`src/rtl/cpu_types_pkg.sv`:
```
// Shared datapath types plus the writeback-source encoding.
package cpu_types_pkg;
  localparam int WORD_W = 32;
  localparam int REG_W  = 5;

  typedef logic [WORD_W-1:0] word_t;
  typedef logic [REG_W-1:0]  regbits_t;

  // Writeback source select carried in MemtoReg.
  typedef enum logic [1:0] {
    WB_ALU = 2'd0,
    WB_MEM = 2'd1,
    WB_NPC = 2'd2,
    WB_EXT = 2'd3
  } wbsrc_t;

  localparam int LINK_REG_DEFAULT = 31;
endpackage

```
`src/rtl/wb_commit_unit_if.sv`:
```
// MEM/WB latch outputs as seen by the writeback stage.
interface wb_commit_unit_if;
  import cpu_types_pkg::*;

  logic       valid_i;
  word_t      npc_i;
  word_t      aluout_i;
  word_t      dload_i;
  word_t      extout_i;
  logic [1:0] MemtoReg_i;
  logic       RegDst_i;
  logic       RegWrite_i;
  logic       halt_i;
  regbits_t   rt_i;
  regbits_t   rd_i;

  // Latch side drives, commit unit consumes.
  modport master (
    output valid_i, npc_i, aluout_i, dload_i, extout_i,
           MemtoReg_i, RegDst_i, RegWrite_i, halt_i, rt_i, rd_i
  );
  modport slave (
    input  valid_i, npc_i, aluout_i, dload_i, extout_i,
           MemtoReg_i, RegDst_i, RegWrite_i, halt_i, rt_i, rd_i
  );
endinterface

```
`src/rtl/wb_commit_unit_mux.sv`:
```
// Combinational writeback word and destination register selection.
module wb_mux
  import cpu_types_pkg::*;
#(
  parameter int LINK_REG = LINK_REG_DEFAULT
) (
  input  wbsrc_t   src,
  input  logic     reg_dst,
  input  regbits_t rt,
  input  regbits_t rd,
  input  word_t    npc,
  input  word_t    aluout,
  input  word_t    dload,
  input  word_t    extout,
  output regbits_t wsel,
  output word_t    wdat
);
  // Link writes always target the link register, regardless of reg_dst.
  always_comb begin
    wsel = reg_dst ? rd : rt;
    wdat = aluout;
    case (src)
      WB_ALU: wdat = aluout;
      WB_MEM: wdat = dload;
      WB_NPC: begin
        wdat = npc;
        wsel = regbits_t'(LINK_REG);
      end
      WB_EXT: wdat = extout;
      default: wdat = aluout;
    endcase
  end
endmodule

```
`src/rtl/wb_commit_unit.sv`:
```
// Writeback/commit: drives the regfile write port, keeps a one-cycle
// forwarding record, a sticky halt flag and a saturating retire counter.
module wb_commit_unit
  import cpu_types_pkg::*;
#(
  parameter int RETIRE_W = 32,
  parameter int LINK_REG = LINK_REG_DEFAULT
) (
  input  logic                CLK,
  input  logic                RST,
  wb_commit_unit_if.slave     lat,
  output logic                WEN,
  output regbits_t            wsel,
  output word_t               wdat,
  output logic                fwd_valid,
  output regbits_t            fwd_reg,
  output word_t               fwd_dat,
  output logic                halt,
  output logic [RETIRE_W-1:0] retired
);
  logic commit;
  logic retire;

  wb_mux #(.LINK_REG(LINK_REG)) u_mux (
    .src     (wbsrc_t'(lat.MemtoReg_i)),
    .reg_dst (lat.RegDst_i),
    .rt      (lat.rt_i),
    .rd      (lat.rd_i),
    .npc     (lat.npc_i),
    .aluout  (lat.aluout_i),
    .dload   (lat.dload_i),
    .extout  (lat.extout_i),
    .wsel    (wsel),
    .wdat    (wdat)
  );

  // Commit qualification; HALT itself never writes and r0 is never written.
  always_comb begin
    commit = lat.valid_i & ~halt;
    retire = commit & ~lat.halt_i;
    WEN    = ~RST & retire & lat.RegWrite_i & (wsel != '0);
  end

  // Halt flag, saturating retire count and forwarding record.
  always_ff @(posedge CLK) begin
    if (RST) begin
      halt      <= 1'b0;
      retired   <= '0;
      fwd_valid <= 1'b0;
      fwd_reg   <= '0;
      fwd_dat   <= '0;
    end else begin
      if (commit & lat.halt_i) halt <= 1'b1;
      if (retire && retired != {RETIRE_W{1'b1}}) retired <= retired + RETIRE_W'(1);
      fwd_valid <= WEN;
      if (WEN) begin
        fwd_reg <= wsel;
        fwd_dat <= wdat;
      end
    end
  end
endmodule

```
`src/flat_wrapper.sv`:
```
// flat-port wrapper written by rule: the top's interface ports become plain ports
module wb_commit_unit_flat import cpu_types_pkg::*;
#(
  parameter int RETIRE_W = 32,
  parameter int LINK_REG = LINK_REG_DEFAULT
)
  (CLK, RST, WEN, wsel, wdat, fwd_valid, fwd_reg, fwd_dat, halt, retired, lat_valid_i, lat_npc_i, lat_aluout_i, lat_dload_i, lat_extout_i, lat_MemtoReg_i, lat_RegDst_i, lat_RegWrite_i, lat_halt_i, lat_rt_i, lat_rd_i);
  wb_commit_unit_if lat_i ();
  input  logic CLK;
  input  logic RST;
  output logic WEN;
  output regbits_t wsel;
  output word_t wdat;
  output logic fwd_valid;
  output regbits_t fwd_reg;
  output word_t fwd_dat;
  output logic halt;
  output logic [RETIRE_W-1:0] retired;
  input wire logic [$bits(lat_i.valid_i)-1:0] lat_valid_i;
  input wire logic [$bits(lat_i.npc_i)-1:0] lat_npc_i;
  input wire logic [$bits(lat_i.aluout_i)-1:0] lat_aluout_i;
  input wire logic [$bits(lat_i.dload_i)-1:0] lat_dload_i;
  input wire logic [$bits(lat_i.extout_i)-1:0] lat_extout_i;
  input wire logic [$bits(lat_i.MemtoReg_i)-1:0] lat_MemtoReg_i;
  input wire logic [$bits(lat_i.RegDst_i)-1:0] lat_RegDst_i;
  input wire logic [$bits(lat_i.RegWrite_i)-1:0] lat_RegWrite_i;
  input wire logic [$bits(lat_i.halt_i)-1:0] lat_halt_i;
  input wire logic [$bits(lat_i.rt_i)-1:0] lat_rt_i;
  input wire logic [$bits(lat_i.rd_i)-1:0] lat_rd_i;
  assign lat_i.valid_i = lat_valid_i;
  assign lat_i.npc_i = lat_npc_i;
  assign lat_i.aluout_i = lat_aluout_i;
  assign lat_i.dload_i = lat_dload_i;
  assign lat_i.extout_i = lat_extout_i;
  assign lat_i.MemtoReg_i = lat_MemtoReg_i;
  assign lat_i.RegDst_i = lat_RegDst_i;
  assign lat_i.RegWrite_i = lat_RegWrite_i;
  assign lat_i.halt_i = lat_halt_i;
  assign lat_i.rt_i = lat_rt_i;
  assign lat_i.rd_i = lat_rd_i;
  wb_commit_unit #(.RETIRE_W(RETIRE_W), .LINK_REG(LINK_REG)) u_core (.CLK(CLK), .RST(RST), .lat(lat_i), .WEN(WEN), .wsel(wsel), .wdat(wdat), .fwd_valid(fwd_valid), .fwd_reg(fwd_reg), .fwd_dat(fwd_dat), .halt(halt), .retired(retired));
endmodule
```
`config.mk`:
```
export PLATFORM = sky130hd
export DESIGN_NAME = wb_commit_unit_flat
export DESIGN_NICKNAME = d
export VERILOG_FILES = /design/src/rtl/cpu_types_pkg.sv /design/src/rtl/wb_commit_unit_if.sv /design/src/rtl/wb_commit_unit_mux.sv /design/src/rtl/wb_commit_unit.sv /design/src/flat_wrapper.sv
export SDC_FILE = /design/constraint.sdc
export NUM_CORES = 1
export LEC_CHECK = 0
export CAP_MARGIN = 5
export CORE_MARGIN = 2
export CORE_UTILIZATION = 33
export CTS_BUF_LIST = sky130_fd_sc_hd__clkbuf_16
export DETAILED_ROUTE_END_ITERATION = 16
export GPL_TIMING_DRIVEN = 0
export PLACE_DENSITY = 0.79
export REMOVE_ABC_BUFFERS = 1
export SLEW_MARGIN = 20
export SYNTH_ARGS = -nofsm -noshare
export SYNTH_HDL_FRONTEND = slang
export SYNTH_SLANG_ARGS = --single-unit
export TNS_END_PERCENT = 100
```
`constraint.sdc`:
```
create_clock -name CLK -period 1.9 [get_ports CLK]
set_input_delay 0.285 -clock CLK [delete_from_list [all_inputs] [get_ports CLK]]
set_output_delay 0.285 -clock CLK [all_outputs]
set_load 0.005 [all_outputs]
```
# Word level (Yosys, flattened, before mapping)
# Index checks and enable logic that the tools add are counted.
classes:
  n_addsub: 1
  reduce_logical: 3
  mux: 3
  n_eq_ne: 4
  bitwise_logic: 9
ops:
  columns: ["op", "count"]
  rows:
  - ["$pmux W32 S4", 1]
  - ["$add A32 B1 Y32 const B", 1]
  - ["$ne A32 B32 Y1 const B", 1]
  - ["$mux W5", 2]
  - ["$and A1 B1 Y1", 6]
  - ["$reduce_bool A5 Y1", 1]
  - ["$eq A2 B2 Y1 const B", 2]
  - ["$not A1 Y1", 3]
  - ["$eq A2 B1 Y1 const B", 1]
  - ["$logic_not A2 Y1", 1]
  - ["$logic_and A1 B1 Y1", 1]
word_totals:
  out_inout_bits: 109
  input_bits: 146
  register_bits: 71

# Logic depth before layout (Yosys ltp)
logic_depth:
  word_depth: 6
  depth_mapped: 8
  depth_no_buf: 6

# Modules after synthesis
# A second synthesis with hierarchy kept.
hier_totals:
  cells_unflattened: 430
  area_unflattened_um2: 3930.0
modules_own_cells:
  columns: ["mod", "cells_each", "area_each_um2", "n_inst"]
  rows:
  - ["wb_commit_unit", 378, 3055.4, 1]
  - ["wb_mux", 52, 874.6, 1]

# Worst setup path before layout
# OpenSTA, ideal clock, no wires.
synth_path:
  path_kind: "input -> register"
  startpoint: "in lat_RegDst_i"
  endpoint: "reg u_core.fwd_dat[23]"
  setup_ps: 128
  arrival_time_ps: 1808
  stages: 8
  setup_slack_ps: -36
  t_required_ps: 1772
  path_buffers: 3
  path_cell_list: "buf_2 -> mux2i_1 -> nand2_1 -> o41ai_2 -> buf_4 -> buf_4 -> mux2i_1 -> nor2_1"
synth_via:
  elab_chain_len: 4
synth_rtl:
  columns: ["item", "line", "source"]
  rows:
  - ["start, declared", "flat_wrapper.sv:25", "input wire logic [$bits(lat_i.RegDst_i)-1:0] lat_RegDst_i;"]
  - ["$mux W5", "wb_commit_unit_mux.sv:20", "wsel = reg_dst ? rd : rt;"]
  - ["$mux W5", "wb_commit_unit_mux.sv:22", "case (src)"]
  - ["named net wsel[4]", "flat_wrapper.sv:12", "output regbits_t wsel;"]
  - ["$reduce_bool A5 Y1", "wb_commit_unit.sv:41", "WEN = ~RST & retire & lat.RegWrite_i & (wsel != '0);"]
  - ["$and A1 B1 Y1", "wb_commit_unit.sv:41", null]
  - ["end signal, assigned", "wb_commit_unit.sv:58", "fwd_dat <= wdat;"]
  - ["end, declared", "wb_commit_unit.sv:17", "output word_t fwd_dat,"]
# The timed path passes the listed nets, and every way through them passes these cells.
# A chain may end at the register's enable or synchronous reset.

# Worst setup path in the final report
layout_path:
  startpoint: "reg u_core.halt"
  endpoint: "reg u_core.retired[20]"
layout_via:
  elab_chain_len: 4
layout_rtl:
  columns: ["item", "line", "source"]
  rows:
  - ["start, declared", "wb_commit_unit.sv:18", "output logic halt,"]
  - ["start signal, assigned", "wb_commit_unit.sv:47", "halt <= 1'b0;"]
  - ["start signal, assigned", "wb_commit_unit.sv:53", "if (commit & lat.halt_i) halt <= 1'b1;"]
  - ["$not A1 Y1", "wb_commit_unit.sv:39", "commit = lat.valid_i & ~halt;"]
  - ["$and A1 B1 Y1", "wb_commit_unit.sv:39", null]
  - ["$and A1 B1 Y1", "wb_commit_unit.sv:40", "retire = commit & ~lat.halt_i;"]
  - ["$logic_and A1 B1 Y1", "wb_commit_unit.sv:54", "if (retire && retired != {RETIRE_W{1'b1}}) retired <= retired + RETIRE_W'(1);"]
  - ["end signal, assigned", "wb_commit_unit.sv:54", null]
  - ["end, declared", "wb_commit_unit.sv:19", "output logic [RETIRE_W-1:0] retired"]
# Every way passes these cells.

==> results_dict.tcl <==
set metrics [dict create \
    status "finished with violations" \
    violations "setup timing" \
    max_freq_mhz 482 \
    fin_hold_ws_ns 0.390 \
    cts-htree-levels 3 \
    nFillCells 856 \
    hold_viol_final 0 \
    cp-start-kind "flop" \
    vias 4504 \
    yosysMostFrequentCell "dfxtp_1" \
    rr_startpoint "u_core.halt" \
    tightest_slew_ns 0.813 \
    worstHoldStart "lat_valid_i" \
    worst_ep_arrival_time_ns 2.31 \
    relSlewSlack_pct 45.8 \
    cts_tree "done" \
    fp.coreArea_um2 11500 \
    synth_ff_type "dfxtp_1" \
    path_clk_slew_ns 0.06 \
    drtPass1Iterations 5 \
    placed_cell_area_um2 6570 \
    fin_ws_ns -0.174 \
    clk_latency_ns 0.33 \
    hold_class "in -> reg" \
    wirelength_um 16000 \
    antenna_found_initial 0 \
    required_ns 2.14 \
    finalSetupViolations 36 \
    postSynthAreaPerCell_um2 9.81 \
    clock-sinks 71 \
    drv_cap 0 \
    synth_area_um2 3900 \
    final_antenna_net_count 0 \
    layout_worst_path_cycle_share_pct 109 \
    drc 0 \
    cts-root-buf "clkbuf_16" \
    grt_pass1_wl_um 24100 \
    drtIter0Drc 278 \
    synth_seq_cells 71 \
    globalplace.congestion 0.915 \
    cts_buffers 9 \
    cts_buffer_depth 2 \
    skew_ns 0.0119 \
    synth_largest_area_cell "dfxtp_1" \
    vias_per_cell 5.44 \
    syn_inst 398 \
    start_util_pct 34.0 \
    cp-startpoint "u_core.halt" \
    yosysUniqueCellTypes 42 \
    synthTopCellsByCount "dfxtp_1, nor2_1, mux4_2" \
    ys_seq_area_share_pct 36.4 \
    final_area_um2 7500 \
    die-area_um2 12700 \
    path_max_fanout 7 \
    ioPinCount 255 \
    fin_crit_ns 2.07 \
    synthTopCellsByArea "dfxtp_1, mux4_2, mux2i_1" \
    leakage_nw 2.94 \
    grt_max_degree 75 \
    antenna_cells 0 \
    drv_slew 0 \
    powerDensity_nw_per_um2 579 \
    synth-edff-count 0 \
    peakVddDrop_mv 0.447 \
    grt_pass1_vias 4573 \
    track_usage_pct 24.4 \
    fin_nets 828 \
    async_reset_ff_share_pct 0 \
    rsz0062_at_grt "yes" \
    port_buffers 254 \
    die_height_um 113 \
    p_total_mw 4.34 \
    setup.worst_path.end_class "flop" \
    rows 39 \
    path_class "reg -> reg" \
    syn_to_final_growth_pct 92.1 \
    wl_per_cell_um 19.4 \
    place_hpwl_um 11500 \
    die_x_um 113 \
    layout-drive-gt1-share_pct 20.3 \
    yosysWarnings 0 \
    postCtsHoldBufs 0 \
    synth_top_area_share_pct 36.4 \
    grt_overflow_total 0 \
]
layer usage:
| layer | track usage, % | up-vias | part of all wire [%] |
|---|---|---|---|
| li1 | - | 2077 | - |
| met1 | 25.0 | 2135 | 35 |
| met2 | 45.1 | 239 | 53 |
| met3 | 8.73 | 53 | 8.4 |
| met4 | 9.43 | 0 | 3.9 |
| met5 | 0 | - | 0 |
cell families (layout without fill, tap and decap cells):
family | count (synthesis) | in the layout | synth area share, %
and+or+nand+nor | 141 | 143 | 19.7
muxes | 61 | 61 | 25.9
DFF | 71 | 71 | 36.4
xor gates and xnor gates | 4 | 4 | 0.897
buffers and inverters | 44 | 328 | 5.06
AOI/OAI and AO/OA | 76 | 77 | 11.7
adders and majority gates | 1 | 1 | 0.320
stage by stage:
step	worst slack, ns	setup TNS (ns)	std cells	util (%)
detailed placement	-1.28	-62.72	773	57.3
finish	-0.174	-2.15	828	65.4
CTS	-0.128	-2.33	819	63.8
global route	-0.259	-6.08	828	65.4
floorplan	-2.09	-79.29	370	-
global placement	-5.89	-318.18	767	56.6
final cells by class:
cell class	count	area, µm²	share of cell area, %
multi-input combinational	286	2500	33.4
inverter	16	60.1	0.801
tap	143	179	2.39
clock inverter	6	110	1.47
timing repair buffer	297	3000	39.9
sequential	71	1430	19.0
clock buffer	9	225	3.00
layout by cell type (no fill, tap or decap), drive strengths merged, types with 2 or more instances in the layout:
master,instances
o21ai,29
o41ai,2
and3,7
clkinv,2
nand4,8
a21oi,31
clkbuf,10
nor4,2
o311ai,2
mux2i,28
nor2,36
nand3b,9
and4,6
nor2b,2
o31ai,5
nand3,11
a211oi,2
xnor2,4
buf,46
or3,20
nor3,5
mux4,32
inv,16
nand2,24
nand2b,2
bufinv,3
or4,6
dlygate4sd2,35
a32oi,3
clkdlybuf4s50,213
dfxtp,71
nor3b,2
where the power goes:
part / total (mW) / leakage [nW] / internal (mW) / switching (mW)
sequential: 1.53 / 0.575 / 1.52 / 0.0167
clock: 1.93 / 0.159 / 1.27 / 0.653
combinational: 0.883 / 2.20 / 0.586 / 0.297
worst max-delay path: stages (launching register included):
cell      delay (ns)
dfxtp_2         0.33
or3b_4          0.42
buf_6           0.15
buf_12          0.12
nor3_4          0.14
o211ai_1        0.23
or3_1           0.42
a21oi_1         0.18
path summary, 6_finish.rpt:
kind                        end  slack, ns  cells past startpoint
max          u_core.retired[20]      -0.17                      7
max reg2reg  u_core.retired[20]      -0.17                      7
min reg2reg   u_core.fwd_reg[4]       0.48                      2
min                 u_core.halt       0.39                      3
timing repair:
item | in CTS | in global routing
resized for setup | 94 | 27
endpoints found under the setup margin | 107 | 66
cloned | 3 | 3
buffers inserted | 29 | 7
endpoints found under the hold margin | 0 | 0
pin swaps | 27 | 16
No activity file was read; power rests on OpenSTA's default activity.
